===== config.mk =====
export PLATFORM = sky130hd
export DESIGN_NAME = data_mem_sequencer
export DESIGN_NICKNAME = d
export VERILOG_FILES = /design/src/rtl/mips_mem_pkg.sv /design/src/rtl/load_extender.sv /design/src/rtl/data_mem_sequencer.sv
export SDC_FILE = /design/constraint.sdc
export NUM_CORES = 1
export LEC_CHECK = 0
export CORE_MARGIN = 2
export CORE_UTILIZATION = 53
export CTS_CLUSTER_DIAMETER = 60
export DETAILED_ROUTE_END_ITERATION = 16
export PLACE_DENSITY = 0.78
export RECOVER_POWER = 100
export SLEW_MARGIN = 20
export SYNTH_ARGS = -nofsm -noshare
export SYNTH_HDL_FRONTEND = slang
export SYNTH_SLANG_ARGS = --single-unit

===== constraint.sdc =====
create_clock -name i_clk -period 3.1 [get_ports i_clk]
set_input_delay 0.62 -clock i_clk [delete_from_list [all_inputs] [get_ports i_clk]]
set_output_delay 0.62 -clock i_clk [all_outputs]
set_load 0.005 [all_outputs]

===== src/rtl/mips_mem_pkg.sv =====
// Shared encodings for the MIPS MEM stage.
// The control decoder and the data memory sequencer both use these:
//   - width codes for the 2-bit width field
//   - sign-flag values (0 signed, 1 unsigned)
//   - sequencer FSM state encoding
//   - helpers for the byte count and the alignment rule of a width code
package mips_mem_pkg;

  localparam logic [1:0] WIDTH_BYTE = 2'b00;
  localparam logic [1:0] WIDTH_HALF = 2'b01;
  localparam logic [1:0] WIDTH_WORD = 2'b10;
  localparam logic [1:0] WIDTH_NONE = 2'b11;

  localparam logic SIGN_SIGNED   = 1'b0;
  localparam logic SIGN_UNSIGNED = 1'b1;

  typedef enum logic [1:0] {
    ST_IDLE  = 2'd0,
    ST_ISSUE = 2'd1,
    ST_DRAIN = 2'd2,
    ST_DONE  = 2'd3
  } mem_state_e;

  // Number of SRAM byte cycles for a width code (0 for WIDTH_NONE).
  function automatic logic [2:0] byte_count(input logic [1:0] width);
    case (width)
      WIDTH_BYTE: byte_count = 3'd1;
      WIDTH_HALF: byte_count = 3'd2;
      WIDTH_WORD: byte_count = 3'd4;
      default:    byte_count = 3'd0;
    endcase
  endfunction

  // Natural alignment: halves on even addresses, words on multiples of 4.
  function automatic logic is_aligned(input logic [1:0] width, input logic [1:0] addr_lo);
    case (width)
      WIDTH_HALF: is_aligned = (addr_lo[0] == 1'b0);
      WIDTH_WORD: is_aligned = (addr_lo == 2'b00);
      default:    is_aligned = 1'b1;
    endcase
  endfunction

endpackage


===== src/rtl/load_extender.sv =====
// Combinational load-result extension.
// Ports:
//   i_buf     32-bit little-endian byte buffer assembled from the SRAM
//   i_width   width code (byte / half / word)
//   i_sign    0 = sign-extend, 1 = zero-extend
//   o_result  extended 32-bit load value
// Word loads (and the unused NONE code) pass the buffer through unchanged.
module load_extender
  import mips_mem_pkg::*;
(
  input  logic [31:0] i_buf,
  input  logic [1:0]  i_width,
  input  logic        i_sign,
  output logic [31:0] o_result
);

  always_comb begin
    o_result = i_buf;
    case (i_width)
      WIDTH_BYTE: begin
        if (i_sign == SIGN_UNSIGNED) o_result = {24'h000000, i_buf[7:0]};
        else                         o_result = {{24{i_buf[7]}}, i_buf[7:0]};
      end
      WIDTH_HALF: begin
        if (i_sign == SIGN_UNSIGNED) o_result = {16'h0000, i_buf[15:0]};
        else                         o_result = {{16{i_buf[15]}}, i_buf[15:0]};
      end
      default: o_result = i_buf;
    endcase
  end

endmodule


===== src/rtl/data_mem_sequencer.sv =====
// MEM-stage load/store engine in front of a byte-wide synchronous SRAM.
// A load or store of 1, 2 or 4 bytes is serialized into little-endian byte
// cycles; loads are extended to 32 bits; the pipeline is stalled meanwhile.
// Ports:
//   i_clk, i_rst_n           clock, asynchronous active-low reset
//   i_req                    MEM stage holds a valid instruction
//   i_memRead / i_memWrite   load / store request (exactly one must be set)
//   i_width, i_sign_flag     width code, 0 signed / 1 unsigned
//   i_addr, i_wdata          byte address, store data
//   o_stall                  freeze IF..MEM (accept | ISSUE | DRAIN)
//   o_done, o_misaligned     completion pulse and its misaligned qualifier
//   o_rdata                  extended load result, valid with o_done
//   o_mem_en/we/addr/wdata   registered SRAM command
//   i_mem_rdata              SRAM read byte, one cycle after a read command
//   o_dbg_state              current FSM state
// Handshake: a request is taken only in IDLE when i_req is high with exactly
// one of read/write set and a real width; its fields are sampled in that
// accept cycle only, and the requester keeps them stable while o_stall=1.
// o_done is a single-cycle pulse in DONE, where o_stall is already low so the
// pipeline advances in the same cycle it consumes o_rdata.
module data_mem_sequencer
  import mips_mem_pkg::*;
#(
  parameter int NB_DATA  = 32,
  parameter int NB_ADDR  = 10,
  parameter int NB_WIDTH = 2
) (
  input  logic                i_clk,
  input  logic                i_rst_n,
  input  logic                i_req,
  input  logic                i_memRead,
  input  logic                i_memWrite,
  input  logic [NB_WIDTH-1:0] i_width,
  input  logic                i_sign_flag,
  input  logic [NB_ADDR-1:0]  i_addr,
  input  logic [NB_DATA-1:0]  i_wdata,
  output logic                o_stall,
  output logic                o_done,
  output logic [NB_DATA-1:0]  o_rdata,
  output logic                o_misaligned,
  output logic                o_mem_en,
  output logic                o_mem_we,
  output logic [NB_ADDR-1:0]  o_mem_addr,
  output logic [7:0]          o_mem_wdata,
  input  logic [7:0]          i_mem_rdata,
  output logic [1:0]          o_dbg_state
);

  mem_state_e          r_state;
  logic                r_is_load;
  logic                r_sign;
  logic [1:0]          r_width;
  logic [NB_ADDR-1:0]  r_addr;
  logic [NB_DATA-1:0]  r_wdata;
  logic [1:0]          r_k;        // byte index currently on the SRAM port
  logic [1:0]          r_last;     // index of the final byte (N-1)
  logic                r_cap_en;   // a read byte arrives on i_mem_rdata this cycle
  logic [1:0]          r_cap_idx;  // buffer slot for that byte
  logic [31:0]         r_buf;
  logic                r_done;
  logic                r_misaligned;
  logic [NB_DATA-1:0]  r_rdata;
  logic                r_mem_en;
  logic                r_mem_we;
  logic [NB_ADDR-1:0]  r_mem_addr;
  logic [7:0]          r_mem_wdata;

  logic                w_accept;
  logic                w_aligned;
  logic [1:0]          w_next_k;
  logic [NB_ADDR-1:0]  w_next_addr;
  logic [7:0]          w_next_wbyte;
  logic [31:0]         w_buf_next;
  logic [31:0]         w_ext;

  // Gated by reset so every output, including the combinational stall,
  // reads zero while reset is held.
  assign w_accept = i_rst_n & (r_state == ST_IDLE) & i_req &
                    (i_memRead ^ i_memWrite) & (i_width != WIDTH_NONE);
  assign w_aligned = is_aligned(i_width, i_addr[1:0]);

  assign w_next_k     = r_k + 2'd1;
  assign w_next_addr  = r_addr + {{(NB_ADDR-2){1'b0}}, w_next_k};
  assign w_next_wbyte = r_wdata[8*w_next_k +: 8];

  // Buffer including the byte arriving this cycle; DRAIN extends from this
  // view so the last byte does not need an extra register stage.
  always_comb begin
    w_buf_next = r_buf;
    if (r_cap_en) w_buf_next[8*r_cap_idx +: 8] = i_mem_rdata;
  end

  load_extender u_load_extender (
    .i_buf    (w_buf_next),
    .i_width  (r_width),
    .i_sign   (r_sign),
    .o_result (w_ext)
  );

  always_ff @(posedge i_clk or negedge i_rst_n) begin
    if (!i_rst_n) begin
      r_state      <= ST_IDLE;
      r_is_load    <= 1'b0;
      r_sign       <= 1'b0;
      r_width      <= WIDTH_BYTE;
      r_addr       <= '0;
      r_wdata      <= '0;
      r_k          <= 2'd0;
      r_last       <= 2'd0;
      r_cap_en     <= 1'b0;
      r_cap_idx    <= 2'd0;
      r_buf        <= 32'h0;
      r_done       <= 1'b0;
      r_misaligned <= 1'b0;
      r_rdata      <= '0;
      r_mem_en     <= 1'b0;
      r_mem_we     <= 1'b0;
      r_mem_addr   <= '0;
      r_mem_wdata  <= 8'h00;
    end else begin
      r_done       <= 1'b0;
      r_misaligned <= 1'b0;
      r_cap_en     <= 1'b0;
      r_buf        <= w_buf_next;
      case (r_state)
        ST_IDLE: begin
          if (w_accept) begin
            r_is_load <= i_memRead;
            r_sign    <= i_sign_flag;
            r_width   <= i_width;
            r_addr    <= i_addr;
            r_wdata   <= i_wdata;
            r_k       <= 2'd0;
            r_last    <= 2'(byte_count(i_width) - 3'd1);
            r_buf     <= 32'h0;
            if (!w_aligned) begin
              // Rejected without touching the SRAM.
              r_state      <= ST_DONE;
              r_done       <= 1'b1;
              r_misaligned <= 1'b1;
              r_rdata      <= '0;
            end else begin
              r_state     <= ST_ISSUE;
              r_mem_en    <= 1'b1;
              r_mem_we    <= i_memWrite;
              r_mem_addr  <= i_addr;
              r_mem_wdata <= i_wdata[7:0];
            end
          end
        end
        ST_ISSUE: begin
          // The byte read in this cycle is returned by the SRAM next cycle.
          r_cap_en  <= r_is_load;
          r_cap_idx <= r_k;
          if (r_k == r_last) begin
            r_mem_en <= 1'b0;
            r_mem_we <= 1'b0;
            if (r_is_load) begin
              r_state <= ST_DRAIN;
            end else begin
              r_state <= ST_DONE;
              r_done  <= 1'b1;
            end
          end else begin
            r_k         <= w_next_k;
            r_mem_addr  <= w_next_addr;
            r_mem_wdata <= w_next_wbyte;
          end
        end
        ST_DRAIN: begin
          r_state <= ST_DONE;
          r_done  <= 1'b1;
          r_rdata <= w_ext;
        end
        ST_DONE: begin
          r_state <= ST_IDLE;
        end
        default: r_state <= ST_IDLE;
      endcase
    end
  end

  assign o_stall      = w_accept | (r_state == ST_ISSUE) | (r_state == ST_DRAIN);
  assign o_done       = r_done;
  assign o_misaligned = r_misaligned;
  assign o_rdata      = r_rdata;
  assign o_mem_en     = r_mem_en;
  assign o_mem_we     = r_mem_we;
  assign o_mem_addr   = r_mem_addr;
  assign o_mem_wdata  = r_mem_wdata;
  assign o_dbg_state  = r_state;

endmodule

==> impl_metrics.csv <==
group,metric,value,unit
global_routing,grt_pass1_wl,27.00,mm
timing,post-route-period-util,96.41,%
global_routing,overflow,0,
synth,yosys_warnings,0,
synth,synthCells,647,
power_and_ir_drop,pwr-share-comb,40.2,%
critical_path,crit_fanout,4,
global_routing,grt_max_degree,143,
clock_tree,post_cts_buffers,0,
hold_path,hold_class,"reg -> reg",
floorplan,dieHeight,117.1,µm
cells_and_area,syn_to_final_growth,28.59,%
timing,tightest_slew,1.077,ns
timing,fin_setup_tns,0,ns
clock_tree,cts_buffers,17,
synth,synth_area_leader_cell,"dfrtp_1",
cells_and_area,utilization,69.31,%
clock_tree,clock_latency,0.42,ns
clock_tree,cts.htree.levels,4,
power_and_ir_drop,pwr_density_cell,1009,nW/µm²
floorplan,placementRows,41,
clock_tree,clockRootBuffer,"clkbuf_16",
global_routing,grt_usage,25.83,%
timing,rsz0062_at_grt,"false",
route,dr.pass1.iters,7,
cells_and_area,fillCellCount,934,
power_and_ir_drop,swShare,34.92,%
timing,setup_viol,0,
synth,synthesis.area,6774,µm²
critical_path,worstSetupStartpointType,"primary input",
power_and_ir_drop,leakagePower,3.963,nW
critical_path,cp_data_arrival_time,2.37,ns
timing,drv_slew,0,
floorplan,ios,115,
synth,synth_cell_types,54,
timing,final-hold-violation-count,0,
global_routing,antenna_found_initial,0,
run_status,status,"finished clean",
cells_and_area,diodes,0,
synth,synth_edf_count,0,
synth,syn_nets,723,
synth,ys_top_cells_by_area,"dfrtp_1, nand2_1, mux2_2, o2bb2ai_1, ha_1",
power_and_ir_drop,p_clk_share,24.3,%
timing,relSlewSlack,28.21,%
synth,synth.yosys.seq_area_share,52.09,%
cells_and_area,drive_above_1_share,10.97,%
synth,synth_top_area_share,52.09,%
cells_and_area,final_common_cell,"dfrtp_1",
synth,synth_seq_cells,141,
cells_and_area,layout.nets,829,
floorplan,die_w,117.1,µm
floorplan,core_area,12570,µm²
route,drc,0,
power_and_ir_drop,internal_power,0.005719,W
timing,fmax,334.6,MHz
route,viasPerCell,5.818,
route,via_count,5457,
place,gp_congestion,0.8780,
global_routing,grt_pass1_vias,5486,
synth,postSynth.asyncResetShare,100.0,%
clock_tree,cts_buffer_depth,2,
clock_tree,cts_tree,"yes",
route,ant_nets,0,
floorplan,die_area,13700,µm²
clock_tree,path_clk_slew,0.06,ns
power_and_ir_drop,p_sw,0.003068,W
route,drtIter0Drc,430,
place,portBuffers,114,
critical_path,worstSetupPathType,"in -> out",
critical_path,crit_required,2.48,ns
floorplan,initial_utilization,53.90,%
critical_path,end_kind,"output pin",
clock_tree,post_cts_resized,0,
critical_path,r2r_slack,0.26,ns
timing,fin_crit,2.989,ns
route,wirelength,16.66,mm
cells_and_area,mostFrequentLayoutCells,"dfrtp_1, nand2_1, clkdlybuf4s50_1",
clock_tree,ctsHoldBuffers,0,
power_and_ir_drop,seq_power_share,35.4,%
synth,avgSynthCellArea,10.47,µm²
job,max_cap_violations,0,
synth,synth-main-ff-cell,"dfrtp_1",
place,hpwl,11.03,mm
power_and_ir_drop,ir_drop,0.5346,mV
route,routedWlPerCell,17.76,µm
clock_tree,clock_sinks,141,
timing,skew,0.006289,ns
[registers in the layout (all words and copies together), names as in the netlist]
name,flops
r_k,2
r_is_load,1
r_wdata,32
o_mem_we,1
r_last,2
o_mem_addr,10
o_mem_en,1
r_addr,10
o_rdata,32
r_buf,32
r_width,2
o_dbg_state,2
o_misaligned,1
r_cap_idx,2
o_done,1
o_mem_wdata,8
r_cap_en,1
r_sign,1
[critical path, cell delays in order]
cell	delay [ns]
clkdlybuf4s50_1	0.55
ha_1	0.20
nand4b_1	0.20
nor2_4	0.04
or3_1	0.31
clkdlybuf4s50_1	0.45
[stage by stage]
stage                     hold WS (ns)  worst slack [ns]  cell area [µm²]  total power, W  cells
after floorplan                 0.3244            0.4725             6774        0.005317    647
after global placement          0.4517           0.05137             8145        0.006686    906
after detailed placement        0.4593          -0.06392             8145        0.006817    906
after CTS                       0.4124            0.1098             8770        0.009009    938
after global routing            0.4906           0.03884             8711        0.009376    938
final                           0.4759            0.1112             8711        0.008787    938
[synth_stat cells (15+ instances only)]
| cell type | n |
|---|---|
| a32oi_1 | 23 |
| and2_1 | 20 |
| clkbuf_1 | 32 |
| dfrtp_1 | 141 |
| ha_1 | 17 |
| inv_1 | 15 |
| mux2_2 | 28 |
| nand2_1 | 140 |
| nand3_1 | 15 |
| nor2_1 | 30 |
| o21ai_0 | 17 |
| o2bb2ai_1 | 32 |
[power by group through the flow]
stage / clock, W / combinational, W / sequential, W
finish: 0.00214 / 0.00354 / 0.00311
floorplan: 0 / 0.00234 / 0.00298
global route: 0.00225 / 0.00392 / 0.00320
global placement: 0 / 0.00359 / 0.00310
detailed placement: 0 / 0.00368 / 0.00313
CTS: 0.00216 / 0.00373 / 0.00312
[area by class of cell]
class                           instances  area (µm²)  share of cell area (%)
Timing Repair Buffer                  130        1261                   14.48
Multi-Input combinational cell        448        3025                   34.73
Clock inverter                         12       167.7                   1.925
Inverter                               15       56.30                  0.6464
Tap cell                              172       215.2                   2.471
Sequential cell                       141        3528                   40.51
Clock buffer                           20       456.7                   5.243
[worst paths after layout]
path                                             from                      end  depth (start not counted)
max                                        i_width[0]                  o_stall                          6
min in group asynchronous                     i_rst_n  o_rdata[14]$_DFFE_PN0P_                          2
min reg2reg                   r_wdata[21]$_DFFE_PN0P_  r_wdata[21]$_DFFE_PN0P_                          2
max reg2reg                o_dbg_state[0]$_DFFE_PN0P_    r_last[0]$_DFFE_PN0P_                          8
min                           r_wdata[21]$_DFFE_PN0P_  r_wdata[21]$_DFFE_PN0P_                          2
max in group asynchronous                     i_rst_n     o_mem_en$_DFFE_PN0P_                          2
[cell families (layout without fill, tap and decap cells)]
logic type	after synthesis	count (layout)	synth area share, %
DFF	141	141	52.09
and+or+nand+nor	243	243	16.27
buffers and inverters	58	177	3.380
xor gates and xnor gates	8	8	1.034
adders and majority gates	18	18	3.435
AOI/OAI and AO/OA	141	141	16.18
muxes	38	38	7.610
[layer usage]
| layer | track usage (%) | part of all wire (%) | up-vias | wire, µm |
|---|---|---|---|---|
| met5 | 0 | 0 | - | 0 |
| met4 | 8.235 | 1.3 | 0 | 214 |
| met3 | 6.385 | 5.9 | 22 | 981 |
| met2 | 43.47 | 51 | 213 | 8485 |
| met1 | 33.17 | 42 | 2694 | 6980 |
| li1 | - | - | 2528 | - |
(Power assumes the default switching activity.)
